$ cat src/rtl/wb_master_pkg.sv
// Shared definitions for the Wishbone burst master.
//   CTI_*   : cycle type identifier codes driven on cti_o
//   state_e : burst master FSM states
package wb_master_pkg;

    localparam logic [2:0] CTI_CLASSIC = 3'b000;
    localparam logic [2:0] CTI_INCR    = 3'b010;
    localparam logic [2:0] CTI_END     = 3'b111;

    typedef enum logic [1:0] {
        IDLE     = 2'd0,
        WAIT_BUS = 2'd1,
        XFER     = 2'd2,
        DONE0    = 2'd3
    } state_e;

endpackage

$ cat src/rtl/wb_wait_timer.sv
// Down-counting wait timer shared by the bus-free wait and the per-word stall.
//   clk_i, rst_ni : clock, async active-low reset
//   load          : reload the counter with MAX_WAIT
//   dec           : decrement (saturates at zero)
//   expired       : counter has reached zero
module wb_wait_timer #(
    parameter int MAX_WAIT = 15
) (
    input  logic clk_i,
    input  logic rst_ni,
    input  logic load,
    input  logic dec,
    output logic expired
);

    localparam int CW = $clog2(MAX_WAIT + 1);

    logic [CW-1:0] count_q, count_d;

    always_comb begin
        count_d = count_q;
        if (load) begin
            count_d = CW'(MAX_WAIT);
        end else if (dec && (count_q != '0)) begin
            count_d = count_q - 1'b1;
        end
    end

    always_ff @(posedge clk_i or negedge rst_ni) begin
        if (!rst_ni) begin
            count_q <= '0;
        end else begin
            count_q <= count_d;
        end
    end

    assign expired = (count_q == '0);

endmodule

$ cat src/rtl/wishbone_burst_master.sv
// Wishbone B4 classic burst master moving up to MAX_PAYLOAD words between a
// flat payload vector and a slave.
//   Wishbone side : adr_o, dat_i, dat_o, we_o, sel_o, stb_o, cyc_o, cyc_i,
//                   ack_i, err_i, cti_o
//   Local side    : transfer_address, payload_in/out, payload_length,
//                   byte_enable, start_read, start_write, abort
//   Status        : busy, completed, timeout, error (sticky), words_done
//
// state    | meaning
// IDLE     | no burst; start_read/start_write accepted here
// WAIT_BUS | waiting for another master to release the bus (cyc_i low)
// XFER     | driving cyc/stb for the word at offset words_done
// DONE0    | zero-length request; flag completion and return to IDLE
module wishbone_burst_master
    import wb_master_pkg::*;
#(
    parameter int ADDRESS_WIDTH = 16,
    parameter int DATA_WIDTH    = 32,
    parameter int SEL_WIDTH     = DATA_WIDTH / 8,
    parameter int MAX_PAYLOAD   = 8,
    parameter int ADDR_STEP     = 1,
    parameter int MAX_WAIT      = 15,
    parameter int LEN_W         = $clog2(MAX_PAYLOAD + 1)
) (
    input  logic                              clk_i,
    input  logic                              rst_ni,
    output logic [ADDRESS_WIDTH-1:0]          adr_o,
    input  logic [DATA_WIDTH-1:0]             dat_i,
    output logic [DATA_WIDTH-1:0]             dat_o,
    output logic                              we_o,
    output logic [SEL_WIDTH-1:0]              sel_o,
    output logic                              stb_o,
    output logic                              cyc_o,
    input  logic                              cyc_i,
    input  logic                              ack_i,
    input  logic                              err_i,
    output logic [2:0]                        cti_o,
    input  logic [ADDRESS_WIDTH-1:0]          transfer_address,
    input  logic [MAX_PAYLOAD*DATA_WIDTH-1:0] payload_in,
    output logic [MAX_PAYLOAD*DATA_WIDTH-1:0] payload_out,
    input  logic [LEN_W-1:0]                  payload_length,
    input  logic [SEL_WIDTH-1:0]              byte_enable,
    input  logic                              start_read,
    input  logic                              start_write,
    input  logic                              abort,
    output logic                              busy,
    output logic                              completed,
    output logic                              timeout,
    output logic                              error,
    output logic [LEN_W-1:0]                  words_done
);

    localparam int IDX_W = (MAX_PAYLOAD > 1) ? $clog2(MAX_PAYLOAD) : 1;
    localparam logic [LEN_W-1:0]         MAX_LEN = LEN_W'(MAX_PAYLOAD);
    localparam logic [ADDRESS_WIDTH-1:0] STEP    = ADDRESS_WIDTH'(ADDR_STEP);

    state_e                     state_q, state_d;
    logic                       is_read_q, is_read_d;
    logic [ADDRESS_WIDTH-1:0]   base_q, base_d;
    logic [SEL_WIDTH-1:0]       sel_q, sel_d;
    logic [LEN_W-1:0]           len_q, len_d;
    logic [LEN_W-1:0]           words_q, words_d;
    logic [DATA_WIDTH-1:0]      wr_word_q [MAX_PAYLOAD];
    logic [DATA_WIDTH-1:0]      wr_word_d [MAX_PAYLOAD];
    logic [DATA_WIDTH-1:0]      rd_word_q [MAX_PAYLOAD];
    logic [DATA_WIDTH-1:0]      rd_word_d [MAX_PAYLOAD];
    logic                       completed_q, completed_d;
    logic                       timeout_q, timeout_d;
    logic                       error_q, error_d;

    logic                       tmr_load, tmr_dec, tmr_expired;
    logic [IDX_W-1:0]           idx;
    logic                       last_word;

    // words_done doubles as the word offset inside the burst.
    assign idx       = words_q[IDX_W-1:0];
    assign last_word = (words_q == (len_q - 1'b1));

    wb_wait_timer #(
        .MAX_WAIT (MAX_WAIT)
    ) u_wait_timer (
        .clk_i   (clk_i),
        .rst_ni  (rst_ni),
        .load    (tmr_load),
        .dec     (tmr_dec),
        .expired (tmr_expired)
    );

    always_comb begin
        state_d     = state_q;
        is_read_d   = is_read_q;
        base_d      = base_q;
        sel_d       = sel_q;
        len_d       = len_q;
        words_d     = words_q;
        wr_word_d   = wr_word_q;
        rd_word_d   = rd_word_q;
        completed_d = completed_q;
        timeout_d   = timeout_q;
        error_d     = error_q;
        tmr_load    = 1'b0;
        tmr_dec     = 1'b0;

        unique case (state_q)
            IDLE: begin
                if (start_read || start_write) begin
                    is_read_d   = start_read;
                    base_d      = transfer_address;
                    sel_d       = byte_enable;
                    len_d       = (payload_length > MAX_LEN) ? MAX_LEN : payload_length;
                    for (int k = 0; k < MAX_PAYLOAD; k++) begin
                        wr_word_d[k] = payload_in[k*DATA_WIDTH +: DATA_WIDTH];
                    end
                    completed_d = 1'b0;
                    timeout_d   = 1'b0;
                    error_d     = 1'b0;
                    words_d     = '0;
                    tmr_load    = 1'b1;
                    state_d     = (payload_length == '0) ? DONE0 : WAIT_BUS;
                end
            end
            WAIT_BUS: begin
                if (!cyc_i) begin
                    tmr_load = 1'b1;
                    state_d  = XFER;
                end else if (tmr_expired) begin
                    timeout_d = 1'b1;
                    state_d   = IDLE;
                end else begin
                    tmr_dec = 1'b1;
                end
            end
            XFER: begin
                if (abort) begin
                    state_d = IDLE;
                end else if (err_i) begin
                    error_d = 1'b1;
                    state_d = IDLE;
                end else if (ack_i) begin
                    if (is_read_q) begin
                        rd_word_d[idx] = dat_i;
                    end
                    words_d  = words_q + 1'b1;
                    tmr_load = 1'b1;
                    if (last_word) begin
                        completed_d = 1'b1;
                        state_d     = IDLE;
                    end
                end else if (tmr_expired) begin
                    timeout_d = 1'b1;
                    state_d   = IDLE;
                end else begin
                    tmr_dec = 1'b1;
                end
            end
            DONE0: begin
                completed_d = 1'b1;
                state_d     = IDLE;
            end
            default: state_d = IDLE;
        endcase
    end

    always_ff @(posedge clk_i or negedge rst_ni) begin
        if (!rst_ni) begin
            state_q     <= IDLE;
            is_read_q   <= 1'b0;
            base_q      <= '0;
            sel_q       <= '0;
            len_q       <= '0;
            words_q     <= '0;
            wr_word_q   <= '{default: '0};
            rd_word_q   <= '{default: '0};
            completed_q <= 1'b0;
            timeout_q   <= 1'b0;
            error_q     <= 1'b0;
        end else begin
            state_q     <= state_d;
            is_read_q   <= is_read_d;
            base_q      <= base_d;
            sel_q       <= sel_d;
            len_q       <= len_d;
            words_q     <= words_d;
            wr_word_q   <= wr_word_d;
            rd_word_q   <= rd_word_d;
            completed_q <= completed_d;
            timeout_q   <= timeout_d;
            error_q     <= error_d;
        end
    end

    // Bus outputs depend only on registered state, so an async reset drops
    // cyc_o/stb_o immediately.
    always_comb begin
        cyc_o = 1'b0;
        stb_o = 1'b0;
        we_o  = 1'b0;
        adr_o = '0;
        sel_o = '0;
        dat_o = '0;
        cti_o = CTI_CLASSIC;
        if (state_q == XFER) begin
            cyc_o = 1'b1;
            stb_o = 1'b1;
            we_o  = !is_read_q;
            adr_o = base_q + (ADDRESS_WIDTH'(words_q) * STEP);
            sel_o = sel_q;
            if (!is_read_q) begin
                dat_o = wr_word_q[idx];
            end
            if (len_q == LEN_W'(1)) begin
                cti_o = CTI_CLASSIC;
            end else if (last_word) begin
                cti_o = CTI_END;
            end else begin
                cti_o = CTI_INCR;
            end
        end
    end

    for (genvar g = 0; g < MAX_PAYLOAD; g++) begin : g_pout
        assign payload_out[g*DATA_WIDTH +: DATA_WIDTH] = rd_word_q[g];
    end

    assign busy       = (state_q != IDLE);
    assign completed  = completed_q;
    assign timeout    = timeout_q;
    assign error      = error_q;
    assign words_done = words_q;

endmodule

$ cat config.mk
export PLATFORM = sky130hd
export DESIGN_NAME = wishbone_burst_master
export DESIGN_NICKNAME = d
export VERILOG_FILES = /design/src/rtl/wb_master_pkg.sv /design/src/rtl/wb_wait_timer.sv /design/src/rtl/wishbone_burst_master.sv
export SDC_FILE = /design/constraint.sdc
export NUM_CORES = 1
export LEC_CHECK = 0
export CORE_AREA = 2 2 252 254
export DETAILED_ROUTE_END_ITERATION = 12
export DIE_AREA = 0 0 254 256
export HOLD_SLACK_MARGIN = 0.05
export PLACE_DENSITY = 0.74
export SYNTH_ARGS = -nofsm -noshare
export SYNTH_HDL_FRONTEND = slang
export SYNTH_SLANG_ARGS = --single-unit
$ cat constraint.sdc
create_clock -name clk_i -period 3.6 [get_ports clk_i]
set_input_delay 1.08 -clock clk_i [delete_from_list [all_inputs] [get_ports clk_i]]
set_output_delay 1.08 -clock clk_i [all_outputs]
set_load 0.02 [all_outputs]
==> results.md <==
* Critical path required time at around 2.5 ns
* HP Class: input pin to async pin
* Count of different cell masters after synthesis at 53
* Placed Area at about 32000 um^2
* Status: complete, but fails checks
* Register bit total from synthesis at between 500 and 600
* Met3 GRT Util at under 10%
* Synth Cell Area at approximately 24000 um^2
* Area grow syn2layout at 45.8%
* Post-route ant nets at 0
* Top post-synthesis cells by count: dfrtp_1, mux2_2, mux2_4
* Slew of the pin with the lowest slew margin at approximately 0.7 ns
* RSZ-0062 raised after global routing: true
* Die span in y at between 200 and 300 um
* DRC at 0
* DR pass1 iterations at 5
* Die W at 254 um
* DR vias at around 16000
* Ys async rst share at 100%
* CP Launch Type: flip-flop
* Max-slew violations at 0
* Critical Path AT at 2.65 ns
* Total GRT Usage at between 20 and 25%
* Number of enable flip-flop cells after synthesis at 0
* Max transition margin at 53.2%
* Final WL at around 77 mm
* CTS tree: yes
* I/O pins at ~640
* DP HPWL at 52.9 mm
* Met2 usage at roughly 38%
* Clock Skew at approximately 0.016 ns
* CTS buffer count at 57
* Clock Latency Late Sink at just over 0.6 ns
* Worst-path cell chain: ha_2 -> inv_2 -> fa_2 -> nor2b_2 -> o21a_1 -> nor2_4 -> or3_4 -> a21oi_2 -> buf_6
* Fillers at between 5000 and 6000
* Initial antenna violation count at 10
* Synth top area share at between 50% and 60%
* Routability-driven placement congestion ratio at about 0.89
* CP max FO at 7
* Syn_area_per_cell at approximately 15 um^2
* Violated checks: negative setup slack
* Most used DFF post-synth: dfrtp_1
* Cts hold-fix bufs at 0
* Starting Density at between 30% and 40%
* CP endpoint kind: primary output
* Total gr overflow at 0
* Max-cap violations at 0
* DR iter-0 viols at ~760
* Reg clk slew, reported paths at approximately 0.060 ns
* Largest net degree at the start of global routing at between 80 and 90
* Input/output buffers at 641
* Maximum clock frequency at roughly 270 MHz
* Clock root buffer: clkbuf_16
* Met1 GRT Util at 27.9%
* Fin nets at 2610
* Synth Instances at 1541
* Setup violations, final at 16
* Hold Violations, Final at 0
* Pwr per Cell Area at between 600 and 700 nW/um^2
* Min Clock Period, post-route at between 3 and 4 ns
* First-pass GRT wire length at 112 mm
* Yosys warns at 0
* CP max stage delay at 0.38 ns
* Wirelength per Cell at around 24 um
* Final period util at 104%
* Vias in the first global route at 17600
* Global route hottest layer: met2
* Synth area leader: dfrtp_1
* Full die area at approximately 65000 um^2
* Layout cells sized above 1 at a little over a third
* Leakage at roughly 16 nW
* H-tree depth at 2
* Clock tree buffer depth at 3
* Cell with the most instances after synthesis: dfrtp_1
* Post-synthesis sequential area ratio at roughly three fifths
* Largest cells by area after synthesis: dfrtp_1, mux2_2, mux2_4, mux2_1, a22oi_1
* Final WS setup at -0.130 ns
* Max IR drop VDD at between 0.3 and 0.4 mV
* # clock sinks at 550
* FP Rows at slightly above 90
* WS Path Type: flip-flop to primary output
* Worst path slowest cell: dfrtp_1
* Core Area at around 62000 um^2
* Dpl ws at -0.0638 ns
* DR vias/cell at ~5.2
* Fin area at between 30000 and 40000 um^2
* Net count after synthesis at ~1900
==> state kept, by name, summed over array words and instances (netlist names) <==
name                  count
words_done                4
timeout                   1
len_q                     4
error                     1
payload_out             256
state_q                   2
is_read_q                 1
completed                 1
sel_q                     4
wr_word_q               256
u_wait_timer.count_q      4
base_q                   16
==> area by class of cell <==
cell class                 count  area [um^2]  area share, %
sequential                   550        13800           40.0
clock inverter                25          292          0.848
antenna                        3         7.51         0.0218
inverter                      17         65.1          0.189
timing repair buffer         770         7950           23.1
tap                          846         1060           3.08
multi-input combinational    880         9570           27.8
clock buffer                  81         1690           4.91
==> stage by stage <==
step	util [%]	setup TNS (ns)	std cells	hold slack, ns	power [mW]
3_5_place_dp	50.5	-0.134	3018	0.481	14.9
4_1_cts	53.9	-2.05	3130	0.436	21.2
6_report	55.1	-1.00	3172	0.433	21.3
2_1_floorplan	-	0	1541	0.451	12.7
3_3_place_gp	50.5	-0.00460	3018	0.474	14.6
5_1_grt	55.1	-4.80	3171	0.440	22.3
==> what timing repair did <==
item                                    CTS  global route
pin swaps                                 5            38
buffers inserted                          5            34
gates cloned                              1             6
resized for setup                       240           135
endpoints found under the setup margin   50            51
==> placed cells by master, fill, tap and decap left out, drive strengths merged, types with 3 or more instances in the layout <==
| cell | count |
|---|---|
| a21oi | 16 |
| ha | 13 |
| nand2 | 30 |
| a41oi | 10 |
| o21ai | 15 |
| nor3 | 10 |
| nand2b | 6 |
| inv | 19 |
| or3 | 7 |
| nor2b | 3 |
| a22o | 22 |
| clkinv | 15 |
| diode | 3 |
| clkdlybuf4s50 | 589 |
| nor2 | 24 |
| xor2 | 6 |
| xnor2 | 8 |
| and3 | 3 |
| a31oi | 25 |
| a221oi | 22 |
| mux2 | 533 |
| buf | 168 |
| nor4 | 4 |
| clkbuf | 88 |
| nand4 | 4 |
| bufinv | 6 |
| dfrtp | 550 |
| mux2i | 3 |
| and2 | 7 |
| nor3b | 5 |
| a22oi | 84 |
==> worst paths after layout <==
check,from,endpoint,slack (ns),cells past startpoint
max reg2reg,state_q[0],u_wait_timer.count_q[3],1.25,8
min in group clk_i,payload_out[250],payload_out[250],0.49,1
max in group asynchronous,rst_ni,wr_word_q[207],1.99,2
min,rst_ni,payload_out[112],0.43,1
min reg2reg,payload_out[250],payload_out[250],0.49,1
max,words_done[0],adr_o[6],-0.13,9
==> critical path, delay by kind of cell, from the launching register on <==
family	cells	cell delay [ns]
DFF	1	0.38
AOI/OAI and AO/OA	2	0.36
buffers and inverters	2	0.18
adders and majority gates	2	0.54
and+or+nand+nor	3	0.60
==> where the power goes <==
part / leakage (nW) / internal, mW / switching [mW]
sequential: 7.02 / 8.01 / 1.20
clock: 0.985 / 3.69 / 2.51
combinational: 7.62 / 3.39 / 2.51
==> per-layer routing <==
metal  vias up  wire (um)
met5         -        102
met4        16       2110
met3       154       6150
met2       657      37700
met1      8520      30400
li1       7149          -
==> cells by family after synthesis <==
group / Yosys count / share of synthesized area (%)
AND/OR/NAND/NOR: 110 / 2.77
XOR/XNOR: 14 / 0.520
flip-flops: 550 / 58.3
AO/OA/AOI/OAI: 206 / 6.40
multiplexers: 536 / 28.4
adder cells (fa/ha/maj): 14 / 0.774
buffers and inverters: 111 / 2.78
Note: power is estimated with default switching activity, not from simulation.
